$ cat src/rtl/fg_packet_sink.sv
// Receive-side sink for generated traffic: takes a header plus an AXI-stream payload,
// counts and validates payload bytes, and emits one descriptor per frame with running stats.
module fg_packet_sink #(
    parameter int DEST_WIDTH = 8,
    parameter int DATA_WIDTH = 64,
    parameter int KEEP_WIDTH = DATA_WIDTH / 8
) (
    input  logic                  clk,
    input  logic                  rst,

    input  logic                  input_hdr_valid,
    output logic                  input_hdr_ready,
    input  logic [DEST_WIDTH-1:0] input_hdr_dest,

    input  logic [DATA_WIDTH-1:0] input_payload_tdata,
    input  logic [KEEP_WIDTH-1:0] input_payload_tkeep,
    input  logic                  input_payload_tvalid,
    output logic                  input_payload_tready,
    input  logic                  input_payload_tlast,
    input  logic                  input_payload_tuser,

    output logic                  output_fd_valid,
    input  logic                  output_fd_ready,
    output logic [DEST_WIDTH-1:0] output_fd_dest,
    output logic [31:0]           output_fd_len,
    output logic                  output_fd_error,

    output logic                  busy,
    input  logic                  clear_stats,
    output logic [31:0]           frame_count,
    output logic [31:0]           byte_count,
    output logic [31:0]           error_count
);

    typedef enum logic [1:0] {
        ST_IDLE   = 2'd0,
        ST_FRAME  = 2'd1,
        ST_REPORT = 2'd2
    } state_t;

    state_t                state_q, state_d;
    logic                  hdr_ready_q;
    logic                  tready_q;
    logic                  fd_valid_q;
    logic                  busy_q;
    logic [DEST_WIDTH-1:0] dest_q;
    logic [31:0]           len_q;
    logic                  err_q;
    logic [31:0]           frame_count_q;
    logic [31:0]           byte_count_q;
    logic [31:0]           error_count_q;

    logic                  hdr_hs_s;
    logic                  beat_hs_s;
    logic                  last_hs_s;
    logic                  fd_hs_s;
    logic [31:0]           beat_bytes_s;
    logic                  beat_err_s;
    logic [32:0]           len_sum_s;
    logic [31:0]           len_next_s;
    logic [31:0]           frame_inc_s;
    logic [31:0]           byte_inc_s;
    logic [31:0]           error_inc_s;

    // Payload contents are never inspected; only framing and byte enables matter.
    logic unused_tdata_s;
    assign unused_tdata_s = ^input_payload_tdata;

    function automatic logic [31:0] keep_popcount(input logic [KEEP_WIDTH-1:0] keep);
        logic [31:0] cnt;
        cnt = 32'd0;
        for (int i = 0; i < KEEP_WIDTH; i++) begin
            cnt = cnt + {31'd0, keep[i]};
        end
        return cnt;
    endfunction

    // A legal final beat has contiguous low-order byte enables (including none).
    function automatic logic keep_is_low_mask(input logic [KEEP_WIDTH-1:0] keep);
        logic [KEEP_WIDTH-1:0] plus_one;
        plus_one = keep + {{(KEEP_WIDTH-1){1'b0}}, 1'b1};
        return ((keep & plus_one) == {KEEP_WIDTH{1'b0}});
    endfunction

    assign hdr_hs_s  = (state_q == ST_IDLE)   && input_hdr_valid      && hdr_ready_q;
    assign beat_hs_s = (state_q == ST_FRAME)  && input_payload_tvalid && tready_q;
    assign last_hs_s = beat_hs_s && input_payload_tlast;
    assign fd_hs_s   = (state_q == ST_REPORT) && fd_valid_q           && output_fd_ready;

    // Next-state selection for the frame FSM.
    always_comb begin
        state_d = state_q;
        case (state_q)
            ST_IDLE: begin
                if (hdr_hs_s) state_d = ST_FRAME;
                else          state_d = ST_IDLE;
            end
            ST_FRAME: begin
                if (last_hs_s) state_d = ST_REPORT;
                else           state_d = ST_FRAME;
            end
            ST_REPORT: begin
                if (fd_hs_s) state_d = ST_IDLE;
                else         state_d = ST_REPORT;
            end
            default: state_d = ST_IDLE;
        endcase
    end

    // Per-beat byte count, error detection and saturating length update.
    always_comb begin
        beat_bytes_s = keep_popcount(input_payload_tkeep);
        beat_err_s   = input_payload_tuser;
        if (input_payload_tlast) begin
            if (!keep_is_low_mask(input_payload_tkeep)) beat_err_s = 1'b1;
            else                                        beat_err_s = input_payload_tuser;
        end else begin
            if (input_payload_tkeep != {KEEP_WIDTH{1'b1}}) beat_err_s = 1'b1;
            else                                           beat_err_s = input_payload_tuser;
        end
        len_sum_s = {1'b0, len_q} + {1'b0, beat_bytes_s};
        if (len_sum_s[32]) len_next_s = 32'hFFFF_FFFF;
        else               len_next_s = len_sum_s[31:0];
        frame_inc_s = {31'd0, last_hs_s};
        error_inc_s = {31'd0, last_hs_s & (err_q | beat_err_s)};
        if (beat_hs_s) byte_inc_s = beat_bytes_s;
        else           byte_inc_s = 32'd0;
    end

    // Frame FSM with registered handshake outputs and descriptor fields.
    always_ff @(posedge clk or posedge rst) begin
        if (rst) begin
            state_q     <= ST_IDLE;
            hdr_ready_q <= 1'b0;
            tready_q    <= 1'b0;
            fd_valid_q  <= 1'b0;
            busy_q      <= 1'b0;
            dest_q      <= {DEST_WIDTH{1'b0}};
            len_q       <= 32'd0;
            err_q       <= 1'b0;
        end else begin
            state_q     <= state_d;
            hdr_ready_q <= (state_d == ST_IDLE);
            tready_q    <= (state_d == ST_FRAME);
            fd_valid_q  <= (state_d == ST_REPORT);
            busy_q      <= (state_d != ST_IDLE);
            if (hdr_hs_s) begin
                dest_q <= input_hdr_dest;
                len_q  <= 32'd0;
                err_q  <= 1'b0;
            end else if (beat_hs_s) begin
                len_q <= len_next_s;
                err_q <= err_q | beat_err_s;
            end else begin
                len_q <= len_q;
                err_q <= err_q;
            end
        end
    end

    // Statistics; a clear in the same cycle as an increment keeps the increment.
    always_ff @(posedge clk or posedge rst) begin
        if (rst) begin
            frame_count_q <= 32'd0;
            byte_count_q  <= 32'd0;
            error_count_q <= 32'd0;
        end else if (clear_stats) begin
            frame_count_q <= frame_inc_s;
            byte_count_q  <= byte_inc_s;
            error_count_q <= error_inc_s;
        end else begin
            frame_count_q <= frame_count_q + frame_inc_s;
            byte_count_q  <= byte_count_q + byte_inc_s;
            error_count_q <= error_count_q + error_inc_s;
        end
    end

    assign input_hdr_ready      = hdr_ready_q;
    assign input_payload_tready = tready_q;
    assign output_fd_valid      = fd_valid_q;
    assign output_fd_dest       = dest_q;
    assign output_fd_len        = len_q;
    assign output_fd_error      = err_q;
    assign busy                 = busy_q;
    assign frame_count          = frame_count_q;
    assign byte_count           = byte_count_q;
    assign error_count          = error_count_q;

endmodule
$ cat config.mk
export PLATFORM = sky130hd
export DESIGN_NAME = fg_packet_sink
export DESIGN_NICKNAME = d
export VERILOG_FILES = /design/src/rtl/fg_packet_sink.sv
export SDC_FILE = /design/constraint.sdc
export NUM_CORES = 1
export LEC_CHECK = 0
export CAP_MARGIN = 25
export CORE_MARGIN = 2
export CORE_UTILIZATION = 48
export CTS_CLUSTER_SIZE = 10
export DETAILED_ROUTE_END_ITERATION = 10
export GPL_TIMING_DRIVEN = 0
export PLACE_DENSITY_LB_ADDON = 0.15
export SLEW_MARGIN = 25
export SYNTH_ARGS = -nofsm -noshare
export SYNTH_HDL_FRONTEND = slang
export SYNTH_SLANG_ARGS = --single-unit
$ cat constraint.sdc
create_clock -name clk -period 6.5 [get_ports clk]
set_input_delay 1.3 -clock clk [delete_from_list [all_inputs] [get_ports clk]]
set_output_delay 1.3 -clock clk [all_outputs]
set_load 0.005 [all_outputs]
==> impl_results.md, run 1 <==
* Post-synth ARST share at 1.00
* Antenna-violating nets left at 0
* DRC at 0
* VDD IR max at about 0.00020 V
* Hold Crit Class: register to register
* Seq/Total Area, Yosys at 0.471
* Initial Util at 0.486
* Layout cells sized above 1 at 0.0605
* Final Hold Vio Count at 0
* Worst-Skew Late Latency at 420 ps
* Core ar. at around 16000 um2
* Hold EP: output_fd_dest[3]
* Post-synth EDFFs at 0
* Hold Path Origin: output_fd_dest[3]
* Detailed Route Iter0 Violations at around 340
* Wirelength per Cell at ~16 um
* Status: complete, no violations
* Setup crit start: input_payload_tkeep[0]
* Root buf cell: clkbuf_16
* Final setup vio count at 0
* # H-tree levels at 4
* Max clock buf depth at 2
* Max-cap check violation count at 0
* CTS resizes at 0
* Max transition margin at 0.356
* CTS tree: done
* Finished Core Util at 0.649
* Pwr dens at about 250 nW/um2
* Via count at ~6600
* RSZ-0062 raised after global routing: false
* Clock Skew at between 7 and 8 ps
* Crit path time final at 5880 ps
* Clock-pin slew on the worst setup and hold paths at 60 ps
* Lkg Pwr at 4.29 nW
* Max FO, Critical Path at 9
* Worst Setup Path Type: primary input to register
* Reg2Reg Depth at 13
* Worst Path Required at approximately 7000 ps
* R2R Path End: error_count[28]
* Main flop type after synthesis: dfrtp_1
* Final Wtd Congestion at 0.824
* Num rows at 46
* Final hold slack at 481 ps
* IO buf count at 163
* Gr ovfl total at 0
* Total power at approximately 0.0025 W
* Fmax achieved at 170 MHz
* Yosys warns at 0
* Die Span Y at 130 um
* Register bit total from synthesis at between 100 and 150
* IO Pins at ~230
* Distinct cells, synth at between 50 and 60
* Vias/cell at about 5.5
* First-pass GRT wire length at about 31000 um
* Syn-to-layout area delta at 33.7%
* Tcrit/Tclk final at 0.905
* Worst Path Arrival at ~6200 ps
* Measured slew at the worst slew-check pin at 959 ps
* GRT Overall Usage at 0.231
* Post-detailed-placement half-perimeter wirelength at roughly 13000 um
* Top cells by area, synth: dfrtp_1 (47%), xor2_1 (5.8%), nor2_1 (4.3%)
* # diodes at 0
* Horiz. Die Dim at around 130 um
* Net Count, Synth at 906
* Num CTS Buffers at 17
* Crit. End Element: register
* Mapped cell area at roughly 7600 um2
* # clock sinks at about 140
* Die area at ~17000 um2
* Vias in the first global route at around 6300
* Post CTS Setup Buffer Count at 0
* Fin. max-slew vios at 0
* Syn_area_per_cell at about 9.6 um2
* Synth top area share at 0.471
* Area leader, netlist: dfrtp_1
* Cells after Synth at between 700 and 800
* Pre-Repair DR Iteration Count at 5
* Commonest non-fill, non-tap cell in the layout: clkdlybuf4s50_1
* RR Startpoint: state_q[0]
* Most frequent cells in the layout: clkdlybuf4s50_1 (163), dfrtp_1 (143), nor2_1 (88)
* Cts hold-fix bufs at 0
* Worst hold stages at 2
* Worst setup SP type: primary input
* # fillers at around 1300
* Initial antenna violation count at 0
* Worst R2R Setup Slack at slightly below 3000 ps
* Final wirelength at between 15000 and 20000 um
* Largest net degree at the start of global routing at 82
* Final net count at 1089
==> critical path, stage by stage <==
cell and delay, ps:
clkdlybuf4s50_1 550, inv_1 100, fa_1 560, fa_1 430, fa_1 480, inv_1 40
ha_1 200, fa_1 540, inv_1 70, fa_1 420, nor2b_1 190, o31ai_2 160
nor4_1 620, nor3_1 140, a2111oi_2 380
==> stage by stage <==
step / area (um2) / instances / TNS [ps] / worst slack (ps)
3_5_place_dp: 9540 / 1175 / 0 / 198
4_1_cts: 10200 / 1207 / 0 / 617
5_1_grt: 10200 / 1207 / 0 / 250
6_report: 10200 / 1207 / 0 / 618
2_1_floorplan: 7600 / 795 / 0 / 1070
3_3_place_gp: 9510 / 1174 / -110560 / -784
==> per-layer routing <==
| layer | global-route usage | vias up | routed length [um] |
|---|---|---|---|
| met5 | 0 | - | 0 |
| met4 | 0.0904 | 0 | 400 |
| met3 | 0.0541 | 33 | 1000 |
| met2 | 0.359 | 159 | 8950 |
| met1 | 0.315 | 3157 | 8670 |
| li1 | - | 3231 | - |
==> power breakdown <==
part           switching (W)  internal (W)
Combinational       0.000258      0.000228
Sequential         0.0000489      0.000957
Clock               0.000375      0.000662
Total               0.000682       0.00185
==> kinds of logic after synthesis <==
kind of cell    after synthesis  synth area share
xor+xnor                     71            0.0818
mux                           4           0.00592
buf+inv                      60            0.0318
compound gates              141             0.117
flops                       143             0.471
simple gates                353             0.250
fa+ha+maj                    23            0.0438
==> synth_stat cells, types with 9 or more instances <==
master	n
inv_1	30
ha_1	17
clkbuf_1	22
xnor2_1	21
o21ai_0	37
and3_1	30
or3_1	19
a311oi_1	9
nand4_1	30
nor3_1	16
and2_1	11
nand3_1	41
xor2_1	50
nor2_1	88
a21oi_1	49
nand2_1	64
dfrtp_1	143
a31oi_1	10
and4_1	17
==> final cells by class <==
class,count,area (um2),area share
buffer,30,129,0.0127
sequential,143,3580,0.352
timing repair buffer,164,1660,0.163
clock buffer,22,464,0.0457
inverter,30,120,0.0118
tap,216,270,0.0266
clock inverter,10,160,0.0158
multi-input combinational,592,3780,0.372
==> worst max path at each step <==
stage | to
after floorplan | output_fd_len[5]
final | output_fd_len[11]
after detailed placement | output_fd_len[11]
after global placement | output_fd_len[24]
after global routing | output_fd_len[11]
after CTS | output_fd_len[11]
==> sequential cells by signal, summed over array words and instances (netlist names) <==
signal                cells
output_fd_valid           1
input_payload_tready      1
busy                      1
state_q                   2
frame_count              32
input_hdr_ready           1
byte_count               32
error_count              32
output_fd_error           1
output_fd_len            32
output_fd_dest            8
No activity file was read; power rests on OpenSTA's default activity.
==> run 2: changes to the inputs <==
--- a/config.mk
+++ b/config.mk
@@ -7,7 +7,8 @@
 export LEC_CHECK = 0
 export CAP_MARGIN = 25
 export CORE_MARGIN = 2
-export CORE_UTILIZATION = 48
+export CORE_UTILIZATION = 49
+export CTS_BUF_LIST = sky130_fd_sc_hd__clkbuf_4
 export CTS_CLUSTER_SIZE = 10
 export DETAILED_ROUTE_END_ITERATION = 10
 export GPL_TIMING_DRIVEN = 0
==> run 2 against run 1 <==
  * Combinational power is essentially flat
  * Via count increased by 0.24%
  * Clock-buffer cell count fell by 3
  * Cell area down 3.6%
  * First-iteration DRC count is 33% higher
  * Worst hold slack improved by 9.8 ps
  * Critical path type unchanged
  * Largest power group is now sequential cells
  * Highest routed layer unchanged
==> impl_results.md, run 2 (synthesis results as in run 1) <==
* Gr ovfl total at 0 (unchanged)
* Syn-to-layout area delta at 28.9%
* Die Span Y at 129 um (-0.99%)
* Measured slew at the worst slew-check pin at 677 ps (-281 ps)
* Initial antenna violation count at 1 (+1)
* Hold Path Origin: output_fd_dest[4]
* CTS tree: done
* Met1 Use GR at 0.317 (+0.00212)
* Reg power frac at 0.481 (+0.083)
* Crit path time final at 5730 ps (-151 ps)
* Fin. max-slew vios at 0 (unchanged)
* Max-cap check violation count at 0 (unchanged)
* Placed inst area at 9510 um2 (-0.37%)
* Worst setup SP type: primary input
* M2 GR Usage at 0.368 (+0.00855)
* Core ar. at 15200 um2 (-2.9%)
* Final hold slack at 490 ps (+9.81 ps)
* Max transition margin at 0.546 (+0.190)
* GR peak layer: met2
* Cells after DPL at 1147 (-2.4%)
* Tcrit/Tclk final at 0.882 (-0.0232)
* Post-detailed-placement half-perimeter wirelength at 13500 um (about the same)
* RR Startpoint: state_q[0]
* Num rows at 45 (-2.2%)
* Switch Pwr at 0.000630 W (-7.7%)
* GRT met3 Usage at 0.0528 (-0.00131)
* VDD IR max at 0.000182 V (-8.4%)
* Setup ws final at 769 ps (+151 ps)
* Max clock buf depth at 2 (unchanged)
* Vias in the first global route at 6090 (-2.6%)
* Status: complete, no violations
* RSZ-0062 raised after global routing: false
* Finished Core Util at 0.645 (-0.00444)
* Wirelength per Cell at 15.9 um (+0.52%)
* Hold Crit Class: register to register
* Root buf cell: clkbuf_4
* Clock Skew at 21.7 ps (+14.4 ps)
* Worst-Skew Late Latency at 550 ps (+130 ps)
* Crit. End Element: register
* Worst hold stages at 2 (unchanged)
* Vias/cell at 5.59 (+2.5%)
* Antenna-violating nets left at 0 (unchanged)
* Power share of the clock group at 0.287 (-0.123)
* # H-tree levels at 4 (unchanged)
* Post-route design area at 9800 um2 (-3.6%)
* Pre-Repair DR Iteration Count at 5 (unchanged)
* Pre-CTS setup slack at 235 ps (+37.1 ps)
* Worst Path Arrival at 6180 ps (about the same)
* Commonest non-fill, non-tap cell in the layout: clkdlybuf4s50_1
* CTS resizes at 0 (unchanged)
* Setup crit start: input_payload_tkeep[0]
* Horiz. Die Dim at 129 um (-0.99%)
* Final net count at 1089 (unchanged)
* # clock sinks at 143 (unchanged)
* Lkg Pwr at 4.14 nW (-3.5%)
* IO Pins at 229 (unchanged)
* Initial Util at 0.500 (+0.0145)
* Largest net degree at the start of global routing at 89 (+8.5%)
* Pwr dens at 212 nW/um2 (-15%)
* Cts hold-fix bufs at 0 (unchanged)
* Die area at 16500 um2 (-2.0%)
* Fmax achieved at 174 MHz (+2.6%)
* Final Hold Vio Count at 0 (unchanged)
* IO buf count at 163 (unchanged)
* First-pass GRT wire length at 30600 um (-0.83%)
* Final Wtd Congestion at 0.821 (-0.36%)
* Worst Setup Path Type: primary input to register
* Detailed Route Iter0 Violations at 450 (+33%)
* Num CTS Buffers at 17 (unchanged)
* Final wirelength at 18700 um (-1.7%)
* Layout cells sized above 1 at 0.0616 (+0.00107)
* GRT Overall Usage at 0.231 (+0.000660)
* Post-Layout Cell Count at 1180 (-2.2%)
* Logic pwr share at 0.233 (+0.041)
* Post CTS Setup Buffer Count at 0 (unchanged)
* Via count at 6596 (+0.24%)
* Max FO, Critical Path at 9 (unchanged)
* DRC at 0 (unchanged)
* Final setup vio count at 0 (unchanged)
* Internal at 0.00145 W (-21%)
* Most frequent cells in the layout: clkdlybuf4s50_1 (163), dfrtp_1 (143), nor2_1 (88)
* Reg2Reg Depth at 13 (unchanged)
* Worst Path Required at 6950 ps (+140 ps)
* Clock-pin slew on the worst setup and hold paths at 110 ps (+50 ps)
* Switching fraction of total power at 0.302 (+0.0327)
## run 2: cell count changes in the layout (fill, tap and decap cells not counted)
cell,delta
bufinv_16,-1
clkbuf_1,-3
clkbuf_16,-17
clkbuf_4,+19
clkbuf_8,-2
clkinv_1,+2
clkinvlp_4,+1
diode_2,+2
nor3_1,-1
nor3_2,+1
## run 2: metrics by stage
step,power (W),setup TNS (ps)
6_report,0.00208,0
5_1_grt,0.00221,0
3_3_place_gp,0.00149,-109330
3_5_place_dp,0.00150,0
2_1_floorplan,0.00127,0
4_1_cts,0.00210,0
## run 2: layout make-up
type | count | area, um2
fillers | 1303 | 5400
multi-input cells | 592 | 3790
flip-flops and latches | 143 | 3580
repair buffers | 164 | 1660
well taps | 188 | 235
clock inverters | 12 | 145
clock buffers | 19 | 143
plain buffers | 30 | 129
inverters | 30 | 120
diodes | 2 | 5.00
## run 2: worst paths after layout
path / end / slack (ps)
max in group asynchronous: output_fd_error / 4550
setup reg to reg: error_count[26] / 2890
hold reg to reg: output_fd_dest[4] / 490
setup / recovery: output_fd_len[14] / 770
min in group asynchronous: frame_count[11] / 1240
hold / removal: output_fd_dest[4] / 490
## run 2: per-layer routing
metal	up-vias	wire length (um)	share of wire
li1	3216	-	-
met5	-	0	0
met4	0	282	0.015
met3	24	1050	0.056
met1	3179	8430	0.45
met2	177	8940	0.48
## run 2: worst max-delay path, cell delays in order
cell and delay (ps):
clkdlybuf4s50_1 530, inv_1 100, fa_1 550, fa_1 430
fa_1 490, inv_1 40, ha_1 200, fa_1 530
inv_1 70, fa_1 430, nor2b_1 200, o31ai_2 170
nor4_1 610, nor2_1 230, a311oi_1 310
## run 2: power groups by stage
stage	Combinational [W]	Clock, W	Sequential [W]
global route	0.000545	0.000651	0.00101
global placement	0.000479	0	0.00102
floorplan	0.000258	0	0.00102
finish	0.000484	0.000597	0.00100
CTS	0.000489	0.000614	0.00100
detailed placement	0.000488	0	0.00102
==> run 3: changes to the inputs <==
--- a/config.mk
+++ b/config.mk
@@ -12,6 +12,7 @@
 export CTS_CLUSTER_SIZE = 10
 export DETAILED_ROUTE_END_ITERATION = 10
 export GPL_TIMING_DRIVEN = 0
+export MAX_ROUTING_LAYER = met4
 export PLACE_DENSITY_LB_ADDON = 0.15
 export SLEW_MARGIN = 25
 export SYNTH_ARGS = -nofsm -noshare
==> run 3 against run 2 <==
  * Cell area unchanged
  * Worst hold slack is essentially flat
  * Critical path type unchanged
  * Sequential power about the same
  * Die area unchanged
  * Power hardly changed
  * Register-to-register slack better by 20 ps
  * Sequential cell count unchanged
  * Non-clock buffer count unchanged
  * Worst setup slack worse by 11 ps
  * Clock-buffer cell count unchanged
  * Highest routed layer unchanged
  * Routed wire length rose by 0.26%
  * Critical endpoint unchanged
  * Clock skew decreased by 1.6 ps
==> impl_results.md, run 3 (synthesis results as in run 1) <==
* Status: complete, no violations
* Final hold slack at 491 ps (+0.166 ps)
* IO Pins at 229 (unchanged)
* Most frequent cells in the layout: clkdlybuf4s50_1 (163), dfrtp_1 (143), nor2_1 (88)
* RR Startpoint: state_q[0]
* GRT Overall Usage at 0.239 (+0.00707)
* Final net count at 1089 (unchanged)
* Horiz. Die Dim at 129 um (unchanged)
* RSZ-0062 raised after global routing: false
* Pwr dens at 212 nW/um2 (about the same)
* Worst hold stages at 2 (unchanged)
* Max clock buf depth at 2 (unchanged)
* # clock sinks at 143 (unchanged)
* Worst setup SP type: primary input
* Antenna-violating nets left at 0 (unchanged)
* Worst R2R Setup Slack at 2910 ps (+20 ps)
* Hold EP: output_fd_dest[4]
* Initial antenna violation count at 1 (unchanged)
* Max transition margin at 0.545 (-0.000728)
* Hold Crit Class: register to register
* DRC at 0 (unchanged)
* Post CTS Setup Buffer Count at 0 (unchanged)
* Wirelength per Cell at 15.9 um (+0.26%)
* Final wirelength at 18800 um (+0.26%)
* Crit path time final at 5740 ps (+11.0 ps)
* Fin. max-slew vios at 0 (unchanged)
* Gr ovfl total at 0 (unchanged)
* Root buf cell: clkbuf_4
* Syn-to-layout area delta at 28.9% (unchanged)
* R2R Path End: error_count[26]
* Worst Path Required at 6950 ps (about the same)
* Reg2Reg Depth at 13 (unchanged)
* Setup ws final at 758 ps (-11.0 ps)
* Worst Path Arrival at 6190 ps (about the same)
* VDD IR max at 0.000182 V (about the same)
* Largest net degree at the start of global routing at 89 (unchanged)
* Clock-pin slew on the worst setup and hold paths at 120 ps (about the same)
* Final Hold Vio Count at 0 (unchanged)
* Pre-Repair DR Iteration Count at 5 (unchanged)
* Clock Skew at 20.0 ps (-1.64 ps)
* Core ar. at 15200 um2 (unchanged)
* Crit. End Element: register
* Pre-CTS setup slack at 235 ps (unchanged)
* Commonest non-fill, non-tap cell in the layout: clkdlybuf4s50_1
* Tcrit/Tclk final at 0.883 (+0.00169)
* Final Wtd Congestion at 0.833 (+1.5%)
* Detailed Route Iter0 Violations at 379 (-16%)
* Max FO, Critical Path at 9 (unchanged)
* Vias/cell at 5.62 (+0.50%)
* Fmax achieved at 174 MHz (-0.19%)
* Initial Util at 0.500 (unchanged)
* CTS tree: done
* Worst Setup Path Type: primary input to register
* Setup_tns at 0 ps (unchanged)
* Final setup vio count at 0 (unchanged)
* Vias in the first global route at 6101 (+0.18%)
* Die area at 16500 um2 (unchanged)
* Lkg Pwr at 4.14 nW (unchanged)
* IO buf count at 163 (unchanged)
* # H-tree levels at 4 (unchanged)
* Max-cap check violation count at 0 (unchanged)
* Post-detailed-placement half-perimeter wirelength at 13500 um (unchanged)
* Via count at 6629 (+0.50%)
* Worst-Skew Late Latency at 550 ps (about the same)
* Cts hold-fix bufs at 0 (unchanged)
* Hold Path Origin: output_fd_dest[4]
* Num CTS Buffers at 17 (unchanged)
* Die Span Y at 129 um (unchanged)
* First-pass GRT wire length at 30600 um (about the same)
* Layout cells sized above 1 at 0.0616 (unchanged)
* CTS resizes at 0 (unchanged)
* Num rows at 45 (unchanged)
* # fillers at 1303 (unchanged)
* Measured slew at the worst slew-check pin at 678 ps (+1.09 ps)
-- run 3: power by group --
group	internal [W]	switching (W)	total, W
clock network	0.000269	0.000326	0.000596
logic	0.000228	0.000257	0.000486
registers	0.000955	0.0000460	0.00100
-- run 3: area by class of cell --
type,instances,area [um2],share of cell area
Inverter,30,120,0.0123
Antenna cell,2,5.00,0.000510
Multi-Input combinational cell,592,3790,0.387
Buffer,30,129,0.0131
Clock inverter,12,145,0.0148
Clock buffer,19,143,0.0145
Tap cell,188,235,0.0240
Sequential cell,143,3580,0.365
Timing Repair Buffer,164,1660,0.169
-- run 3: metrics by stage --
| step | instances | utilization | cell area [um2] | total power, W |
|---|---|---|---|---|
| finish | 1180 | 0.645 | 9800 | 0.00208 |
| global route | 1180 | 0.645 | 9800 | 0.00220 |
| CTS | 1178 | 0.644 | 9790 | 0.00210 |
| detailed placement | 1147 | 0.625 | 9510 | 0.00150 |
| global placement | 1146 | 0.623 | 9470 | 0.00149 |
| floorplan | 795 | - | 7600 | 0.00127 |
-- run 3: worst max path at each step --
stage                                 startpoint                 to  slack, ps  cells after the start
after global placement                       rst  output_fd_dest[0]       -780                      2
after floorplan           input_payload_tkeep[0]   output_fd_len[5]       1070                     15
after detailed placement  input_payload_tkeep[0]  output_fd_len[14]        240                     15
final                     input_payload_tkeep[0]  output_fd_len[14]        760                     15
after global routing      input_payload_tkeep[0]   output_fd_len[6]        590                     15
after CTS                 input_payload_tkeep[0]  output_fd_len[14]        830                     15
-- run 3: layer usage --
layer  routed length (um)  vias up  global-route usage
met2                 8990      176               0.367
met3                  863       19              0.0470
met5                    0        -                   -
li1                     -     3215                   -
met1                 8640     3219               0.321
met4                  261        0              0.0761
-- run 3: worst max-delay path: stages --
cell             delay (ps)
clkdlybuf4s50_1         530
inv_1                   100
fa_1                    550
fa_1                    430
fa_1                    490
inv_1                    40
ha_1                    200
fa_1                    530
inv_1                    70
fa_1                    430
nor2b_1                 200
o31ai_2                 170
nor4_1                  620
nor2_1                  230
a311oi_1                310
